<file path="src/rtl/uart_rx_monitor.sv">
// uart_rx_monitor
// Receive-side UART front end: 16x oversampled 8-bit frames with optional parity.
// Detects framing errors and line break.
// Buffers bytes in a first-word-fall-through FIFO behind a valid/ready stream.

module uart_rx_monitor #(
    parameter int FIFO_DEPTH = 16,
    parameter int DIV_WIDTH  = 16
) (
    input  logic                              clk,
    input  logic                              rstn,
    input  logic                              rx_i,
    input  logic [DIV_WIDTH-1:0]              divisor_i,
    input  logic                              parity_en_i,
    input  logic                              parity_odd_i,
    output logic [7:0]                        rx_data_o,
    output logic                              rx_pe_o,
    output logic                              rx_fe_o,
    output logic                              rx_valid_o,
    input  logic                              rx_ready_i,
    output logic [$clog2(FIFO_DEPTH+1)-1:0]   fifo_count_o,
    output logic                              overrun_o,
    output logic                              break_o,
    input  logic                              clear_i
);

    localparam int CNT_W = $clog2(FIFO_DEPTH + 1);
    localparam int PTR_W = $clog2(FIFO_DEPTH);
    localparam logic [DIV_WIDTH-1:0] DIV_ONE  = DIV_WIDTH'(1);
    localparam logic [CNT_W-1:0]     CNT_ONE  = CNT_W'(1);
    localparam logic [CNT_W-1:0]     FULL_CNT = CNT_W'(FIFO_DEPTH);
    localparam logic [PTR_W-1:0]     PTR_ONE  = PTR_W'(1);

    typedef enum logic [2:0] {
        ST_IDLE,
        ST_START,
        ST_DATA,
        ST_PARITY,
        ST_STOP,
        ST_BREAK
    } state_t;

    state_t                 state;
    logic                   rx_meta;
    logic                   rx_s;
    logic                   rx_s_d;
    logic [DIV_WIDTH-1:0]   div_q;
    logic [DIV_WIDTH-1:0]   presc;
    logic [3:0]             scnt;
    logic [2:0]             bitcnt;
    logic [7:0]             shreg;
    logic                   par_en_q;
    logic                   par_odd_q;
    logic                   par_bit_q;
    logic                   pe_q;

    logic                   tick;
    logic                   mid_tick;
    logic                   end_tick;
    logic                   fall;
    logic                   push;
    logic [9:0]             push_word;

    logic [9:0]             mem [FIFO_DEPTH];
    logic [PTR_W-1:0]       wr_ptr;
    logic [PTR_W-1:0]       rd_ptr;
    logic [CNT_W-1:0]       count;
    logic                   full;
    logic                   pop;
    logic                   wr_en;
    logic [9:0]             head;

    assign tick      = (presc == (div_q - DIV_ONE));
    assign mid_tick  = tick && (scnt == 4'd7);
    assign end_tick  = tick && (scnt == 4'd15);
    assign fall      = rx_s_d && !rx_s;
    assign push      = (state == ST_STOP) && mid_tick;
    assign push_word = {pe_q, ~rx_s, shreg};

    assign full   = (count == FULL_CNT);
    assign pop    = rx_valid_o && rx_ready_i;
    assign wr_en  = push && (!full || pop);
    assign head   = mem[rd_ptr];

    // Two-flop synchroniser plus one delayed copy for start-edge detection; idle line is high
    always_ff @(posedge clk or negedge rstn) begin
        if (!rstn) begin
            rx_meta <= 1'b1;
            rx_s    <= 1'b1;
            rx_s_d  <= 1'b1;
        end else begin
            rx_meta <= rx_i;
            rx_s    <= rx_meta;
            rx_s_d  <= rx_s;
        end
    end

    // Frame FSM with prescaler, 16x sample counter, shift register and registered break pulse
    always_ff @(posedge clk or negedge rstn) begin
        if (!rstn) begin
            state     <= ST_IDLE;
            div_q     <= DIV_ONE;
            presc     <= '0;
            scnt      <= '0;
            bitcnt    <= '0;
            shreg     <= '0;
            par_en_q  <= 1'b0;
            par_odd_q <= 1'b0;
            par_bit_q <= 1'b0;
            pe_q      <= 1'b0;
            break_o   <= 1'b0;
        end else begin
            break_o <= 1'b0;
            if (state != ST_IDLE && state != ST_BREAK) begin
                if (tick) begin
                    presc <= '0;
                    scnt  <= scnt + 4'd1;
                end else begin
                    presc <= presc + DIV_ONE;
                end
            end
            case (state)
                ST_IDLE: begin
                    if (fall) begin
                        presc     <= '0;
                        scnt      <= '0;
                        bitcnt    <= '0;
                        div_q     <= (divisor_i == '0) ? DIV_ONE : divisor_i;
                        par_en_q  <= parity_en_i;
                        par_odd_q <= parity_odd_i;
                        par_bit_q <= 1'b0;
                        pe_q      <= 1'b0;
                        state     <= ST_START;
                    end
                end
                ST_START: begin
                    if (mid_tick && rx_s) begin
                        state <= ST_IDLE;
                    end else if (end_tick) begin
                        state <= ST_DATA;
                    end
                end
                ST_DATA: begin
                    if (mid_tick) begin
                        shreg <= {rx_s, shreg[7:1]};
                    end
                    if (end_tick) begin
                        bitcnt <= bitcnt + 3'd1;
                        if (bitcnt == 3'd7) begin
                            state <= par_en_q ? ST_PARITY : ST_STOP;
                        end
                    end
                end
                ST_PARITY: begin
                    if (mid_tick) begin
                        par_bit_q <= rx_s;
                        pe_q      <= ((^shreg) ^ rx_s) != par_odd_q;
                    end
                    if (end_tick) begin
                        state <= ST_STOP;
                    end
                end
                ST_STOP: begin
                    if (mid_tick) begin
                        if (rx_s) begin
                            state <= ST_IDLE;
                        end else if (shreg == 8'h00 && !par_bit_q) begin
                            break_o <= 1'b1;
                            state   <= ST_BREAK;
                        end else begin
                            state <= ST_IDLE;
                        end
                    end
                end
                ST_BREAK: begin
                    if (rx_s) begin
                        state <= ST_IDLE;
                    end
                end
                default: state <= ST_IDLE;
            endcase
        end
    end

    // FIFO storage; contents need no reset because the outputs are masked while empty
    always_ff @(posedge clk) begin
        if (wr_en) begin
            mem[wr_ptr] <= push_word;
        end
    end

    // FIFO pointers, occupancy and sticky overrun (a set beats a simultaneous clear)
    always_ff @(posedge clk or negedge rstn) begin
        if (!rstn) begin
            wr_ptr    <= '0;
            rd_ptr    <= '0;
            count     <= '0;
            overrun_o <= 1'b0;
        end else begin
            if (wr_en) begin
                wr_ptr <= wr_ptr + PTR_ONE;
            end
            if (pop) begin
                rd_ptr <= rd_ptr + PTR_ONE;
            end
            if (wr_en && !pop) begin
                count <= count + CNT_ONE;
            end else if (!wr_en && pop) begin
                count <= count - CNT_ONE;
            end
            if (push && full && !pop) begin
                overrun_o <= 1'b1;
            end else if (clear_i) begin
                overrun_o <= 1'b0;
            end
        end
    end

    // First-word-fall-through view of the head entry, zero while empty
    always_comb begin
        rx_valid_o   = (count != '0);
        fifo_count_o = count;
        rx_data_o    = 8'h00;
        rx_pe_o      = 1'b0;
        rx_fe_o      = 1'b0;
        if (rx_valid_o) begin
            rx_data_o = head[7:0];
            rx_fe_o   = head[8];
            rx_pe_o   = head[9];
        end
    end

endmodule

</file>
<file path="config.mk">
export PLATFORM = sky130hd
export DESIGN_NAME = uart_rx_monitor
export DESIGN_NICKNAME = d
export VERILOG_FILES = /design/src/rtl/uart_rx_monitor.sv
export SDC_FILE = /design/constraint.sdc
export NUM_CORES = 1
export LEC_CHECK = 0
export CAP_MARGIN = 20
export CORE_MARGIN = 2
export CORE_UTILIZATION = 55
export CTS_BUF_LIST = sky130_fd_sc_hd__clkbuf_8
export DETAILED_ROUTE_END_ITERATION = 6
export PLACE_DENSITY = 0.82
export SYNTH_ARGS = -nofsm -noshare
export SYNTH_HDL_FRONTEND = slang
export SYNTH_SLANG_ARGS = --single-unit
</file>
<file path="constraint.sdc">
create_clock -name clk -period 4.85 [get_ports clk]
set_clock_uncertainty 0.15 [all_clocks]
set_input_delay 0.7275 -clock clk [delete_from_list [all_inputs] [get_ports clk]]
set_output_delay 0.7275 -clock clk [all_outputs]
set_load 0.01 [all_outputs]
</file>
=== After elaboration in Yosys (flattened, before gate mapping) ===
Memories as Yosys holds them, arrays and structs flattened.
Cells that the tools add are included.
Widths: inputs -> output; s select.

* Output and inout port bits: 18
* Word-level logic and storage cells: 125
* Memories: 1
* Memory bits (writable): 160
* Flip-flop bits (word level): 72

{| class="wikitable"
|+ Memory list
! memory !! words !! width !! read ports !! clocked after memory_dff !! wr ports !! line !! RTL
|-
| mem || 16 || 10 || 1 || 0 || 1 || 64 || <nowiki>logic [9:0] mem [FIFO_DEPTH];</nowiki>
|}

* Equality and inequality tests: 20
* Add/subtract/negate cells: 8
* Bitwise gates (word level): 2
* Reduce and logical (&&, ||, !) cells: 34
* Muxes and demuxes: 42

{| class="wikitable"
|+ Operators with widths
! operator !! count
|-
| $mux 16 || 5
|-
| $mux 3 || 13
|-
| $pmux 3 s6 || 1
|-
| $add 16x1->16 const B || 1
|-
| $eq 16x16->1 || 1
|-
| $logic_not 16->1 || 1
|-
| $mux 4 || 4
|-
| $sub 16x1->16 const B || 1
|-
| $ne 2x2->1 const B || 7
|-
| $logic_and 1x1->1 || 13
|-
| $mux 1 || 13
|-
| $add 4x1->4 const B || 3
|-
| $mux 5 || 2
|-
| $eq 3x3->1 const B || 3
|-
| $logic_not 8->1 || 1
|-
| $mux 8 || 1
|-
| $reduce_bool 2->1 || 4
|-
| $reduce_xor 8->1 || 1
|-
| $reduce_and 7->1 || 1
|-
| $eq 3x2->1 const B || 2
|-
| $ne 3x3->1 const B || 2
|-
| $pmux 3 s2 || 1
|-
| $reduce_and 3->1 || 2
|-
| $add 5x1->5 const B || 1
|-
| 16 further kinds || 22
|}

=== Logic depth before layout (Yosys ltp) ===
Gate-level depths: netlist (run 1).

* Depth after elaboration: 9
* Depth in mapped cells: 17

=== Worst setup path before layout (run 1) ===
OpenSTA, ideal clock, no wires.

* Path type: reg-to-reg
* Start: register div_q[0]
* End: register count[4] (netlist: fifo_count_o[4])
* Path slack: 0.828 ns
* Clock period less this slack: 4.022 ns
* Stages on the path, launching flop included: 18
* Library setup time: 0.128 ns
* Path buffers: 1
* Arrival: 3.744 ns
* Data required time: 4.572 ns
* Path through: dfstp_2 > inv_1 > ha_1 > nor3b_2 > a221o_2 > nand3_1 > nand4_4 > or4b_4 > nor2b_2 > buf_2 > ha_1 > inv_1 > ha_1 > a21o_1 > a21oi_1 > xnor2_1 > nor2_1 > xor2_1

* Word-level cells in the longest chain between the ends: 8

{| class="wikitable"
|+ Ends and longest elaborated chain
! item !! line !! RTL
|-
| start: declaration || 47 || <nowiki>logic [DIV_WIDTH-1:0] div_q;</nowiki>
|-
| start signal: assignment || 128 || <nowiki>div_q <= (divisor_i == '0) ? DIV_ONE : divisor_i;</nowiki>
|-
| $sub 16x1->16 * || 73 || <nowiki>assign tick = (presc == (div_q - DIV_ONE));</nowiki>
|-
| $eq 16x16->1 * || 73 ||
|-
| $logic_and 1x1->1 * || 74 || <nowiki>assign mid_tick = tick && (scnt == 4'd7);</nowiki>
|-
| $logic_and 1x1->1 * || 77 || <nowiki>assign push = (state == ST_STOP) && mid_tick;</nowiki>
|-
| $logic_and 1x1->1 * || 82 || <nowiki>assign wr_en = push && (!full || pop);</nowiki>
|-
| via wr_en || 70 || <nowiki>logic wr_en;</nowiki>
|-
| $logic_not 1->1 || 208 || <nowiki>end else if (!wr_en && pop) begin</nowiki>
|-
| $logic_and 1x1->1 || 208 ||
|-
| $reduce_bool 2->1 (no line) || -- ||
|-
| end signal: assignment || 207 || <nowiki>count <= count + CNT_ONE;</nowiki>
|-
| end signal: assignment || 209 || <nowiki>count <= count - CNT_ONE;</nowiki>
|-
| end: declaration || 67 || <nowiki>logic [CNT_W-1:0] count;</nowiki>
|}

The timed path passes the listed nets; every way through them passes the cells marked *.
A chain may end at the register's enable or synchronous reset.

=== Final worst setup path (run 1) ===
* Start: register div_q[1]
* End: register count[4] (netlist: fifo_count_o[4])

* Word-level cells in the longest chain between the ends: 8

{| class="wikitable"
|+ Ends and longest elaborated chain
! item !! line
|-
| $sub 16x1->16 * || 73
|-
| $eq 16x16->1 * || 73
|-
| $logic_and 1x1->1 * || 74
|-
| $logic_and 1x1->1 * || 77
|-
| $logic_and 1x1->1 * || 82
|-
| $logic_not 1->1 || 208
|-
| $logic_and 1x1->1 || 208
|-
| $reduce_bool 2->1 (no line) || --
|}

Mark *: on every way between the ends. The rest lies on a longest branch, timed or not.

==> results of run 1 <==
[synthesized netlist by cell type (4+ instances only)]
library cell | count | share of area, %
edfxtp_1 | 160 | 46
nand2_1 | 74 | 2.7
dfrtp_1 | 68 | 16
mux4_2 | 50 | 11
nor2_1 | 34 | 1.2
inv_1 | 27 | 0.98
xnor2_1 | 25 | 2.1
xor2_1 | 24 | 2.0
and3_1 | 23 | 1.4
clkbuf_1 | 19 | 0.69
ha_1 | 19 | 2.3
nor2b_1 | 18 | 1.1
nand3_1 | 16 | 0.77
mux2i_1 | 14 | 1.3
a21oi_1 | 11 | 0.53
o21ai_0 | 9 | 0.43
nand4_1 | 8 | 0.48
nor3_1 | 7 | 0.34
nor4_1 | 6 | 0.36
buf_1 | 5 | 0.18
or2_2 | 5 | 0.30
dfstp_2 | 4 | 1.0
nand2b_1 | 4 | 0.24
nand3b_1 | 4 | 0.29
[worst paths after layout]
path | start | to | slack (ps) | depth (start not counted)
max in group asynchronous | rstn | presc[10] | 3760 | 1
worst min-delay path | rstn | rd_ptr[0] | 180 | 1
worst max-delay path | div_q[1] | fifo_count_o[4] | 670 | 16
min in group clk | rx_meta | rx_s | 200 | 0
worst max register to register | div_q[1] | fifo_count_o[4] | 670 | 16
worst min register to register | rx_meta | rx_s | 200 | 0
[metrics by stage]
| step | util (%) | worst slack, ps | cell area (um2) | hold slack, ps | power (W) |
|---|---|---|---|---|---|
| final | 62.8 | 674 | 11700 | 175 | 0.00548 |
| after global routing | 62.8 | 365 | 11700 | 217 | 0.00576 |
| after CTS | 62.8 | 635 | 11700 | 205 | 0.00552 |
| after detailed placement | 59.0 | 688 | 11000 | 203 | 0.00392 |
| after global placement | 59.0 | 898 | 11000 | 198 | 0.00386 |
| after floorplan | - | 828 | 10400 | 195 | 0.00355 |
[critical path, stage by stage, from the launching register on]
cell and delay [ps]:
dfrtp_1 420, inv_1 90, ha_1 210, nor3b_2 440
nand3_1 180, a21oi_1 200, o2111ai_1 220, or4b_4 590
nor2b_2 140, ha_1 230, inv_1 120, ha_1 310
a21o_1 190, a21oi_1 190, xnor2_1 150, nor2_1 70
xor2_1 140
[logic make-up after synthesis]
kind of cell	after synthesis	share of synthesized area, %
flops	232	63.6
simple gates	222	11.5
mux	69	12.8
buf+inv	57	2.22
xor+xnor	51	4.61
compound gates	41	2.72
fa+ha+maj	20	2.48
[state kept, by name, summed over array words and instances (netlist names)]
signal,count
par_en_q,1
pe_q,1
fifo_count_o,5
par_bit_q,1
presc,16
shreg,8
wr_ptr,4
rx_s_d,1
par_odd_q,1
break_o,1
div_q,16
overrun_o,1
rx_meta,1
bitcnt,3
mem,160
rx_s,1
scnt,4
state,3
rd_ptr,4
[layout make-up]
class | count | area (um2) | area share (%)
tap | 234 | 293 | 2.50
clock buffer | 39 | 537 | 4.58
multi-input combinational | 403 | 3550 | 30.3
sequential | 232 | 6610 | 56.5
inverter | 27 | 101 | 0.865
timing repair buffer | 45 | 448 | 3.82
clock inverter | 29 | 176 | 1.51
[power groups by stage]
stage          clock network, W  registers [W]  logic, W
3_5_place_dp                  0        0.00261   0.00131
6_report                0.00160        0.00257   0.00131
2_1_floorplan                 0        0.00245   0.00110
4_1_cts                 0.00163        0.00257   0.00132
3_3_place_gp                  0        0.00259   0.00127
5_1_grt                 0.00171        0.00261   0.00144
[routing by layer]
layer	vias to the layer above	GRT usage, %	share of wire (%)
li1	2700	-	-
met1	3022	26.6	40
met2	230	38.1	53
met3	40	4.12	5.6
met4	0	6.53	1.9
met5	-	0	0
==> impl_results.md, run 1 <==
* Yosys warnings at 0
* Clock network power share at 29.2%
* Leak at slightly below 5 nW
* Slew headroom at 38.4%
* Number of diodes at 0
* Root buf cell: clkbuf_8
* Mapped Cells at 692
* Router iterations before antenna repair at 5
* Commonest non-fill, non-tap cell in the layout: edfxtp_1
* Crit start category: flop
* Post-CTS setup buffers at 0
* Gpl congestion at ~0.9
* Critical Path AT at 4440 ps
* Most frequent cells in the layout: edfxtp_1 (160), nand2_1 (74), dfrtp_1 (67)
* Num ports at approximately 40
* Number of global-route vias before repair at 6328
* Mapped Area at approximately 10000 um2
* Final Setup Violations at 0
* Max Clock Freq at 239 MHz
* Share of cells above drive strength 1 at 16.9%
* Core area at 18600 um2
* Pwr Density at around 470 nW/um2
* Final wirelength at 20400 um
* Int Pwr at 0.00378 W
* WP data required at slightly above 5000 ps
* DPL Wire Length at 13500 um
* DRC viols at 0
* Post-synth EDFFs at 160
* Die Ht at 141 um
* Initial antenna violation count at 0
* # Max-Cap Violations at 0
* CTS tree: built
* Clock Latency Late Sink at 540 ps
* Via count at 5992
* Final #Nets at just under 800
* Row count at 50
* Sequential area share after synthesis at 63.6%
* Worst-Margin Slew at approximately 900 ps
* RSZ-0062 raised after global routing: no
* Async set-reset flop share out of synthesis at approximately 31%
* First-pass GRT wire length at 33100 um
* Remaining antenna violation count at 0
* Register share of total power at 46.9%
* Area growth, synth to finish at 12.8%
* Sw power at 0.00170 W
* Largest net degree at the start of global routing at 73
* Yosys reg bits at between 200 and 250
* Worst-path fanout max at 8
* Final min period at 4180 ps
* Worst min path class: input pin to async pin
* Clock sinks at 232
* Final Hold Vio Count at 0
* Comb power frac at 23.9%
* Sw frac at between 30% and 40%
* Crit Path Category: flop to flop
* Slew Limit Fails at 0
* Synthesized area per cell at 15.0 um2
* Crit share post-route at 86.1%
* WL per Instance at 20.2 um
* Initial Util at 55.7%
* All-Layer GR Usage at 21.4%
* CTS buffer count at 37
* Layout Cells excl Fill at about 1000
* Ys flop type: edfxtp_1
* Starting DRT DRC Count at between 400 and 500
* Dpl cells at 941
* Fill cell count at 1332
* Total global routing overflow at 0
* Worst-case clock buffer depth at 3
* Die Footprint at 20000 um2
* Status: finished, final reports clean
* Peak supply drop at 245 uV
* Die width at 141 um
* CTS Hold Buffers Added at 0
* # resized after CTS at 0
* Vias per inst at around 5.9
* IO buf count at 40
* H-tree depth at 2
* Syn Nets at 735
* Yosys cell types at 63
* Setup total negative slack at 0 ps
* CTS clk-pin slew, worst paths at 60 ps
* Crit end category: flop
Note: power is estimated with default switching activity, not from simulation.
==> run 2: changes to the inputs <==
--- a/config.mk
+++ b/config.mk
@@ -9,8 +9,10 @@
 export CORE_MARGIN = 2
 export CORE_UTILIZATION = 55
 export CTS_BUF_LIST = sky130_fd_sc_hd__clkbuf_8
+export CTS_CLUSTER_SIZE = 20
 export DETAILED_ROUTE_END_ITERATION = 6
 export PLACE_DENSITY = 0.82
+export SETUP_SLACK_MARGIN = 0.15
 export SYNTH_ARGS = -nofsm -noshare
 export SYNTH_HDL_FRONTEND = slang
 export SYNTH_SLANG_ARGS = --single-unit
==> results of run 2 <==
Final layout, timing and power as in run 1 (identical DEF).
